[src/rtl/textmode_pkg.sv]
// textmode_pkg: shared constants and types for the text-mode write path.
//
// Contents:
//   TM_ADDR_W / TM_ROW_W / TM_COL_W / TM_DATA_W : RAM write address field widths
//   tm_state_t : SPI framing state (scroll, address high, address low, data)
//   tm_wr_t    : one queued RAM write {addr, data}
//   fill_rows  : maps the 8-bit fill row count to a row total (0 means 128)
package textmode_pkg;

  localparam int TM_ADDR_W = 15;
  localparam int TM_ROW_W  = 7;
  localparam int TM_COL_W  = 7;
  localparam int TM_DATA_W = 8;

  typedef enum logic [1:0] {
    ST_SCROLL = 2'd0,
    ST_HI     = 2'd1,
    ST_LO     = 2'd2,
    ST_DATA   = 2'd3
  } tm_state_t;

  typedef struct packed {
    logic [TM_ADDR_W-1:0] addr;
    logic [TM_DATA_W-1:0] data;
  } tm_wr_t;

  // A count of zero requests a full-screen fill of 128 rows.
  function automatic logic [7:0] fill_rows(input logic [7:0] count);
    return (count == 8'd0) ? 8'd128 : count;
  endfunction

endpackage

[src/rtl/tm_wr_fifo.sv]
// tm_wr_fifo: synchronous first-word-fall-through FIFO of tm_wr_t entries.
//
// Parameters:
//   DEPTH : number of entries, power of two, >= 2
// Ports:
//   clk, rst   : clock and synchronous active-high reset (empties the queue)
//   push       : write push_data this cycle (ignored when full unless popping)
//   push_data  : entry to enqueue
//   pop        : remove the head entry this cycle (ignored when empty)
//   head       : current head entry, valid whenever empty is low
//   full/empty : occupancy flags
//
// The head is read combinationally so that an entry pushed on one edge can be
// issued on the very next edge; the storage is a small distributed array.
module tm_wr_fifo
  import textmode_pkg::*;
#(
  parameter int DEPTH = 4
) (
  input  logic   clk,
  input  logic   rst,
  input  logic   push,
  input  tm_wr_t push_data,
  input  logic   pop,
  output tm_wr_t head,
  output logic   full,
  output logic   empty
);

  localparam int AW = $clog2(DEPTH);

  tm_wr_t         mem [DEPTH];
  logic [AW:0]    wr_ptr_reg;
  logic [AW:0]    rd_ptr_reg;
  logic           do_push;
  logic           do_pop;

  // Pointers carry one extra wrap bit to tell full from empty.
  assign empty = (wr_ptr_reg == rd_ptr_reg);
  assign full  = (wr_ptr_reg[AW] != rd_ptr_reg[AW]) &&
                 (wr_ptr_reg[AW-1:0] == rd_ptr_reg[AW-1:0]);

  assign do_pop  = pop && !empty;
  // A pop in the same cycle frees the slot, so a full queue still accepts.
  assign do_push = push && (!full || do_pop);

  assign head = mem[rd_ptr_reg[AW-1:0]];

  always_ff @(posedge clk) begin
    if (rst) begin
      wr_ptr_reg <= '0;
      rd_ptr_reg <= '0;
    end else begin
      if (do_push) begin
        wr_ptr_reg <= wr_ptr_reg + (AW+1)'(1);
      end
      if (do_pop) begin
        rd_ptr_reg <= rd_ptr_reg + (AW+1)'(1);
      end
    end
  end

  // Storage has no reset; only the pointers define validity.
  always_ff @(posedge clk) begin
    if (do_push) begin
      mem[wr_ptr_reg[AW-1:0]] <= push_data;
    end
  end

endmodule

[src/rtl/textmode_wr_sched.sv]
// textmode_wr_sched: owner of the text-mode RAM write port and Y-scroll register.
//
// Decodes the framed SPI byte stream (scroll, address high, address low, then
// auto-incrementing data) into queued RAM writes, and shares the write port
// with an optional row fill engine. Queued SPI writes always win the port.
//
// Build option: define TEXTMODE_FILL_EN to include the fill engine. Without it
// fill_busy/fill_done are tied low and the fill_* inputs are ignored.
//
// Parameters:
//   FIFO_DEPTH : SPI write-queue entries (power of two, >= 2)
// Ports:
//   clk, rst        : clock and synchronous active-high reset
//   spi_sel         : synchronised SSEL, high = deselected (frame restart)
//   spi_we/spi_byte : one-cycle received-byte strobe and its data
//   fill_start      : one-cycle fill request (ignored while fill_busy)
//   fill_row/count  : first row and row count (0 = 128) of the fill
//   fill_char/attr  : bytes written to every character / attribute cell
//   fill_busy/done  : fill in progress / one-cycle completion pulse
//   spi_ovf         : sticky queue-overflow flag
//   scroll          : Y scroll register
//   ram_write/addr/d: registered RAM write port, addr = {row, col, sel}
module textmode_wr_sched
  import textmode_pkg::*;
#(
  parameter int FIFO_DEPTH = 4
) (
  input  logic                 clk,
  input  logic                 rst,
  input  logic                 spi_sel,
  input  logic                 spi_we,
  input  logic [7:0]           spi_byte,
  input  logic                 fill_start,
  input  logic [6:0]           fill_row,
  input  logic [7:0]           fill_count,
  input  logic [7:0]           fill_char,
  input  logic [7:0]           fill_attr,
  output logic                 fill_busy,
  output logic                 fill_done,
  output logic                 spi_ovf,
  output logic [6:0]           scroll,
  output logic                 ram_write,
  output logic [TM_ADDR_W-1:0] ram_addr,
  output logic [7:0]           ram_d
);

  // ---------------------------------------------------------------------------
  // SPI framing
  // ---------------------------------------------------------------------------
  tm_state_t            state_reg;
  logic [TM_ADDR_W-1:0] addr_reg;

  logic   push;
  logic   pop;
  logic   q_full;
  logic   q_empty;
  tm_wr_t push_entry;
  tm_wr_t head;

  // Deselect in the same cycle as a strobe discards the byte.
  assign push       = !spi_sel && spi_we && (state_reg == ST_DATA);
  assign push_entry = '{addr: addr_reg, data: spi_byte};

  // The queue drains one entry per cycle whenever it holds anything.
  assign pop = !q_empty;

  always_ff @(posedge clk) begin
    if (rst) begin
      state_reg <= ST_SCROLL;
      addr_reg  <= '0;
      scroll    <= '0;
      spi_ovf   <= 1'b0;
    end else begin
      if (push && q_full && !pop) begin
        spi_ovf <= 1'b1;
      end
      if (spi_sel) begin
        state_reg <= ST_SCROLL;
      end else if (spi_we) begin
        case (state_reg)
          ST_SCROLL: begin
            scroll    <= spi_byte[6:0];
            state_reg <= ST_HI;
          end
          ST_HI: begin
            addr_reg[14:8] <= spi_byte[6:0];
            state_reg      <= ST_LO;
          end
          ST_LO: begin
            addr_reg[7:0] <= spi_byte;
            state_reg     <= ST_DATA;
          end
          ST_DATA: begin
            // 15-bit increment wraps 0x7FFF to 0x0000 naturally.
            addr_reg <= addr_reg + TM_ADDR_W'(1);
          end
          default: state_reg <= ST_SCROLL;
        endcase
      end
    end
  end

  tm_wr_fifo #(
    .DEPTH(FIFO_DEPTH)
  ) u_fifo (
    .clk       (clk),
    .rst       (rst),
    .push      (push),
    .push_data (push_entry),
    .pop       (pop),
    .head      (head),
    .full      (q_full),
    .empty     (q_empty)
  );

  // ---------------------------------------------------------------------------
  // Fill engine
  // ---------------------------------------------------------------------------
  logic                 fill_grant;
  logic [TM_ADDR_W-1:0] fill_addr;
  logic [7:0]           fill_data;

`ifdef TEXTMODE_FILL_EN
  logic [TM_ROW_W-1:0] fill_row_reg;
  // Cell index within a row: {col[6:0], sel}, so one row is 256 writes.
  logic [7:0]          fill_cell_reg;
  logic [7:0]          rows_left_reg;
  logic [7:0]          fill_char_reg;
  logic [7:0]          fill_attr_reg;
  logic                fill_last;

  // The cursor only moves when the fill actually owns the port.
  assign fill_grant = q_empty && fill_busy;
  assign fill_last  = (rows_left_reg == 8'd1) && (fill_cell_reg == 8'hFF);
  assign fill_addr  = {fill_row_reg, fill_cell_reg};
  assign fill_data  = fill_cell_reg[0] ? fill_attr_reg : fill_char_reg;

  always_ff @(posedge clk) begin
    if (rst) begin
      fill_busy     <= 1'b0;
      fill_done     <= 1'b0;
      fill_row_reg  <= '0;
      fill_cell_reg <= '0;
      rows_left_reg <= '0;
      fill_char_reg <= '0;
      fill_attr_reg <= '0;
    end else begin
      fill_done <= 1'b0;
      if (fill_busy) begin
        if (fill_grant) begin
          if (fill_last) begin
            fill_busy <= 1'b0;
            fill_done <= 1'b1;
          end else begin
            fill_cell_reg <= fill_cell_reg + 8'd1;
            if (fill_cell_reg == 8'hFF) begin
              // Row index wraps mod 128 by its width.
              fill_row_reg  <= fill_row_reg + 7'd1;
              rows_left_reg <= rows_left_reg - 8'd1;
            end
          end
        end
      end else if (fill_start) begin
        fill_busy     <= 1'b1;
        fill_row_reg  <= fill_row;
        fill_cell_reg <= 8'd0;
        rows_left_reg <= fill_rows(fill_count);
        fill_char_reg <= fill_char;
        fill_attr_reg <= fill_attr;
      end
    end
  end
`else
  logic unused_fill;

  assign fill_grant  = 1'b0;
  assign fill_addr   = '0;
  assign fill_data   = '0;
  assign fill_busy   = 1'b0;
  assign fill_done   = 1'b0;
  assign unused_fill = ^{fill_start, fill_row, fill_count, fill_char, fill_attr};
`endif

  // ---------------------------------------------------------------------------
  // Write-port arbitration: queued SPI first, then fill, else idle (hold bus)
  // ---------------------------------------------------------------------------
  always_ff @(posedge clk) begin
    if (rst) begin
      ram_write <= 1'b0;
      ram_addr  <= '0;
      ram_d     <= '0;
    end else if (pop) begin
      ram_write <= 1'b1;
      ram_addr  <= head.addr;
      ram_d     <= head.data;
    end else if (fill_grant) begin
      ram_write <= 1'b1;
      ram_addr  <= fill_addr;
      ram_d     <= fill_data;
    end else begin
      ram_write <= 1'b0;
    end
  end

endmodule
[config.mk]
export PLATFORM = sky130hd
export DESIGN_NAME = textmode_wr_sched
export DESIGN_NICKNAME = d
export VERILOG_FILES = /design/src/rtl/textmode_pkg.sv /design/src/rtl/tm_wr_fifo.sv /design/src/rtl/textmode_wr_sched.sv
export SDC_FILE = /design/constraint.sdc
export NUM_CORES = 1
export LEC_CHECK = 0
export BUFFER_PORTS_ARGS = -buffer_cell sky130_fd_sc_hd__buf_2
export CAP_MARGIN = 20
export CORE_MARGIN = 2
export CORE_UTILIZATION = 57
export DETAILED_ROUTE_END_ITERATION = 10
export PLACE_DENSITY = 0.9
export SKIP_LAST_GASP = 1
export SLEW_MARGIN = 20
export SYNTH_ARGS = -nofsm -noshare
export SYNTH_HDL_FRONTEND = slang
export SYNTH_HIERARCHICAL = 1
export SYNTH_SLANG_ARGS = --single-unit
export TNS_END_PERCENT = 100
[constraint.sdc]
create_clock -name clk -period 3.5 [get_ports clk]
set_input_delay 0 -clock clk [delete_from_list [all_inputs] [get_ports clk]]
set_output_delay 0 -clock clk [all_outputs]
set_load 0.01 [all_outputs]
Word level (Yosys, flattened, before mapping)
Memories as Yosys holds them, arrays and structs flattened. A register that Yosys moved wholly into a read port is not among the register bits.
Cells that the tools add are included.
{ "totals": {"word_cells": 45, "n_memories": 1, "out_inout_bits": 34, "mem_bits_rw": 92, "input_bits": 44, "regBits": 32} }
{ "classes": {"n_eq_ne": 6, "mux": 6, "bitwise": 1, "n_reduce_logical": 20, "add_sub_neg": 3} }
{ "memory_table": {"columns": ["name", "depth", "word_bits", "read_ports", "rd_ports_with_merged_regs", "write_ports", "line_no", "text"], "rows": [
  ["u_fifo.mem", 4, 23, 1, 1, 1, "tm_wr_fifo.sv:32", "tm_wr_t mem [DEPTH];"]
]} }
{ "ops": {"columns": ["op", "n"], "rows": [
  ["8-bit case mux with 2 select lines", 1],
  ["15-bit by 1-bit adder with 15-bit output, second input constant", 1],
  ["7-bit case mux with 2 select lines", 1],
  ["3-bit AND reduction", 3],
  ["3-bit by 1-bit adder with 3-bit output, second input constant", 2],
  ["1-bit logical AND", 6],
  ["2-bit case mux with 3 select lines", 1],
  ["2-bit equality test, second input constant", 2],
  ["1-bit zero test", 4],
  ["2-bit nonzero test", 2],
  ["3-bit equality test", 1],
  ["1-bit 2-to-1 mux", 3],
  ["3-bit nonzero test", 1],
  ["2-bit by 1-bit equality test with 1-bit output, second input constant", 1],
  ["2-bit equality test", 1],
  ["2-bit zero test", 1],
  ["2-bit AND reduction", 1],
  ["2-bit OR reduction", 1],
  ["1-bit logical OR", 1],
  ["1-bit != test", 1],
  ["1-bit inverter", 1]
]} }

Logic depth before layout (Yosys ltp)
{ "logic_depth": {"ltp_word": 7, "ltp_mapped": 9, "mapped_depth_nobuf": 7} }

By module
Netlist, hierarchy kept.
{ "by_module_without_submodules": {"columns": ["mod", "area_per_inst_um2", "seq_area_each_um2", "cells_per_inst", "n_inst"], "rows": [
  ["tm_wr_fifo", 3857.4, 2922.8, 175, 1],
  ["textmode_wr_sched", 2238.4, 980.9, 260, 1]
]} }

Worst setup path after synthesis
OpenSTA, ideal clock, no wires.
{ "synth_path": {"path_type": "register to register", "start": "register u_fifo.wr_ptr_reg[1]", "end": "register u_fifo.wr_ptr_reg[2]", "path_stages_with_launch": 10, "required_time_ns": 3.375, "synth_period_minus_slack_ns": 2.797, "setup_slack_ns": 0.703, "setup_ns": 0.125, "t_arrival_ns": 2.672, "path_buffers": 2, "path_cell_list": "dfxtp_1 -> xnor2_2 -> nand2_1 -> nor2_1 -> clkbuf_1 -> buf_2 -> inv_1 -> inv_1 -> a41oi_2 -> mux2_1"} }
{ "synth_via": {"elab_cells_between_ends": 8, "classes_between": "add/sub: 1; eq/ne: 2; reduce/logical: 5"} }
{ "synth_lines": {"columns": ["item", "line_no", "text"], "rows": [
  ["start, declared", "tm_wr_fifo.sv:33", "logic [AW:0] wr_ptr_reg;"],
  ["start signal, assigned", "tm_wr_fifo.sv:55", "wr_ptr_reg <= wr_ptr_reg + (AW+1)'(1);"],
  ["3-bit equality test", "tm_wr_fifo.sv:39", "assign empty = (wr_ptr_reg == rd_ptr_reg);"],
  ["via q_empty", "textmode_wr_sched.sv:56", "logic q_empty;"],
  ["1-bit zero test", "textmode_wr_sched.sv:65", "assign pop = !q_empty;"],
  ["via pop", "textmode_wr_sched.sv:54", "logic pop;"],
  ["1-bit logical OR", "tm_wr_fifo.sv:45", "assign do_push = push && (!full || do_pop);"],
  ["1-bit logical AND", "tm_wr_fifo.sv:45", null]
]} }
The timed path passes the listed nets, and every way through them passes these cells.
A chain may end at the register's enable or synchronous reset.

Final worst setup path
{ "layout_path": {"start": "register u_fifo.wr_ptr_reg[1]", "end": "memory u_fifo/mem[2][17] (netlist bit), enable pin"} }
{ "layout_via": {"elab_cells_between_ends": 9, "classes_between": "eq/ne: 2; mux: 2; reduce/logical: 5"} }
{ "layout_lines": {"columns": ["item", "line_no", "text"], "rows": [
  ["3-bit equality test", "tm_wr_fifo.sv:39", null],
  ["via q_empty", "textmode_wr_sched.sv:56", null],
  ["1-bit zero test", "textmode_wr_sched.sv:65", null],
  ["via pop", "textmode_wr_sched.sv:54", null],
  ["1-bit logical OR", "tm_wr_fifo.sv:45", null],
  ["1-bit logical AND", "tm_wr_fifo.sv:45", null],
  ["1-bit 2-to-1 mux", "tm_wr_fifo.sv:65", "if (do_push) begin"],
  ["1-bit 2-to-1 mux (not written as such)", "tm_wr_fifo.sv:66", "mem[wr_ptr_reg[AW-1:0]] <= push_data;"],
  ["end, declared", "tm_wr_fifo.sv:32", null]
]} }
The timed path passes the listed nets, and every way through them passes these cells.

==> results.yml <==
run_status:
  status: "completed"
clock_tree:
  cts_tree: "built"
  clockBufferDepth: 2
  clock-root-buffer: "clkbuf_8"
  clk_pin_slew_worst_paths_ns: 0.06
  cts_htree_levels: 4
  cts.repair.resized: 0
  cts-buffers-inserted: 17
  cts.sinks: 149
  clkLatencyLatePin_ns: 0.52
power:
  combPwrFrac_pct: 6.3
  vdd_drop_max_mv: 0.360
  pwr_density_cell_nw_per_um2: 559
  totalPowerFinal_uw: 3980
  p_int_uw: 3140
  p_leak_uw: 0.00264
  p_clk_share_pct: 45.5
  power.switching_uw: 835
  seqPwrFrac_pct: 48.3
  switching_share_pct: 21.0
final_layout:
  diodes: 0
  drive_gt1_share_pct: 22.9
  syn2layout_area_growth_pct: 16.7
  layout.nets: 545
  nFillCells: 695
  largest_register_ffs: 92
route:
  wl_per_cell_um: 20.7
  first_pass_iters: 7
  routed_wl_um: 13300
  routed_via_density: 6.11
  vias: 3905
  drtIter0Drc: 359
  drc_errors: 0
  ant_nets: 0
worst_setup_path:
  rrSetupSlack_ns: 1.03
  start_kind: "register"
  path_class: "register to register"
  r2r-end: "u_fifo/mem[2][17]"
  endpoint: "u_fifo/mem[2][17]"
  cpMostUsedCell: "inv_1"
  slowest_stage: "and2_2"
  critPathMaxFanout: 23
  end_kind: "register"
  critPathBufInv: 2
  critPathArrivalTime_ns: 2.62
  cp_data_required_time_ns: 3.65
  slowest_delay_ns: 0.65
  startpoint: "u_fifo/wr_ptr_reg[1]"
  crit_chain: "xnor2_2 > nand2_1 > nor2_2 > inv_1 > inv_1 > a41oi_2 > and2_2"
  reg2reg_depth: 7
  crit_cells: 7
  critPathTopFamily: "simple AND/OR/NAND/NOR gates"
  reg2reg_from: "u_fifo/wr_ptr_reg[1]"
sta:
  finalHoldViolCount: 0
  finalCritPeriodShare_pct: 70.5
  fin_worst_skew_ns: 0.00792
  min_period_ns: 2.47
  worst_slack_ns: 1.03
  relSlewSlack_pct: 44.7
  setup_viol: 0
  fin_hold_ws_ns: 0.0595
  setup_tns_ns: 0
  max_freq_mhz: 405
  worstMarginPinSlew_ns: 0.829
  drv_slew: 0
  rsz0062_at_grt: "false"
grt:
  grt_max_degree: 48
  grt_pass1_wl_um: 21300
  grt_pass1_vias: 3955
  grt_overflow: 0
  grt_use_total_pct: 25.1
  antenna_found_initial: 0
synth:
  synth_area_um2: 6100
  yosysSeqAreaShare_pct: 64.0
  async_flop_share_pct: 0
  ys_ff_latch: 149
  yosysUniqueCellTypes: 54
  yosysWarnings: 6
  ys.flop_type: "edfxtp_1"
  synthCells: 435
  synth_area_leader_cell: "edfxtp_1"
  avgSynthCellArea_um2: 14.0
  synth.top_cell.area_share_pct: 45.3
  synth_edf_count: 92
  ys_top_cells_by_area: "edfxtp_1 45%, dfxtp_1 19%, mux4_2 8.5%"
  synth_most_common_cell: "edfxtp_1"
  synthTopCellsByCount: "92 x edfxtp_1, 57 x dfxtp_1, 40 x nor2_1"
placement:
  port_buffers: 43
  place_congestion: 0.900
  dpl_worst_slack_ns: 1.17
  hpwl_um: 7910
floorplan:
  io_pins: 78
  num_rows: 37
  die_w_um: 107
  die_area_um2: 11500
  coreArea_um2: 10400
  die_y_um: 107
  start_util_pct: 58.8
min_path:
  whs_path_depth: 2
  hp-class: "input pin to register"
run:
  cap_viol_max_count: 0
[stage by stage]
stage	instance area, um2	std cells	util (%)
floorplan	6100	436	-
global placement	6430	598	62.0
detailed placement	6430	598	62.0
CTS	7120	639	68.6
global route	7120	639	68.6
finish	7120	639	68.6
[power groups by stage]
stage | registers (uW) | logic, uW | clock network, uW
3_3_place_gp | 1950 | 225 | 0
2_1_floorplan | 1970 | 141 | 0
6_report | 1920 | 250 | 1810
4_1_cts | 1920 | 250 | 1830
5_1_grt | 1920 | 272 | 1900
3_5_place_dp | 1960 | 236 | 0
[how the worst min path moves through the flow]
stage,startpoint,to
finish,rst,ram_write
global route,rst,ram_d[4]
CTS,rst,ram_write
detailed placement,spi_sel,state_reg[1]
global placement,spi_sel,state_reg[1]
floorplan,spi_sel,state_reg[1]
[metal layers]
metal	wire length, um	GRT usage, %
met4	314	9.71
met3	955	6.66
met1	5270	31.5
met5	0	0
met2	6710	41.9
[kinds of logic (layout without fill, tap and decap cells)]
group                    Yosys count  after routing  share of synthesized area (%)
AND/OR/NAND/NOR                  123            123                           10.4
AO/OA/AOI/OAI                     58             58                           6.22
XOR/XNOR                           4              4                          0.944
buffers and inverters             36            103                           2.55
flip-flops                       149            149                           64.0
adder cells (fa/ha/maj)           10             10                           2.05
other                              1              2                         0.0615
multiplexers                      54             54                           13.7
[area by class of cell]
class / instances / area (um2) / area share [%]
Tap cell: 136 / 170 / 2.39
Clock inverter: 12 / 161 / 2.27
Clock buffer: 19 / 422 / 5.92
Multi-Input combinational cell: 251 / 2050 / 28.7
Inverter: 12 / 45.0 / 0.633
Sequential cell: 149 / 3910 / 54.9
Timing Repair Buffer: 60 / 368 / 5.17
[placed cells by master, fill, tap and decap left out, drive strengths merged, types with 5 or more instances in the layout]
cell,n
edfxtp,92
dfxtp,57
buf,50
nor2,40
mux2i,27
mux4,23
nand2,20
clkbuf,19
a21oi,18
o21ai,13
inv,12
nand3,11
nor2b,10
ha,10
dlygate4sd3,10
a31oi,8
clkinv,8
nor3,7
nand2b,6
nand4,6
and2,5
[timing repair]
item | in CTS | in global routing
setup buffers | 0 | 0
hold buffers | 10 | 0
hold endpoints to repair | 49 | 0
Power figures use the tool's default switching activity.
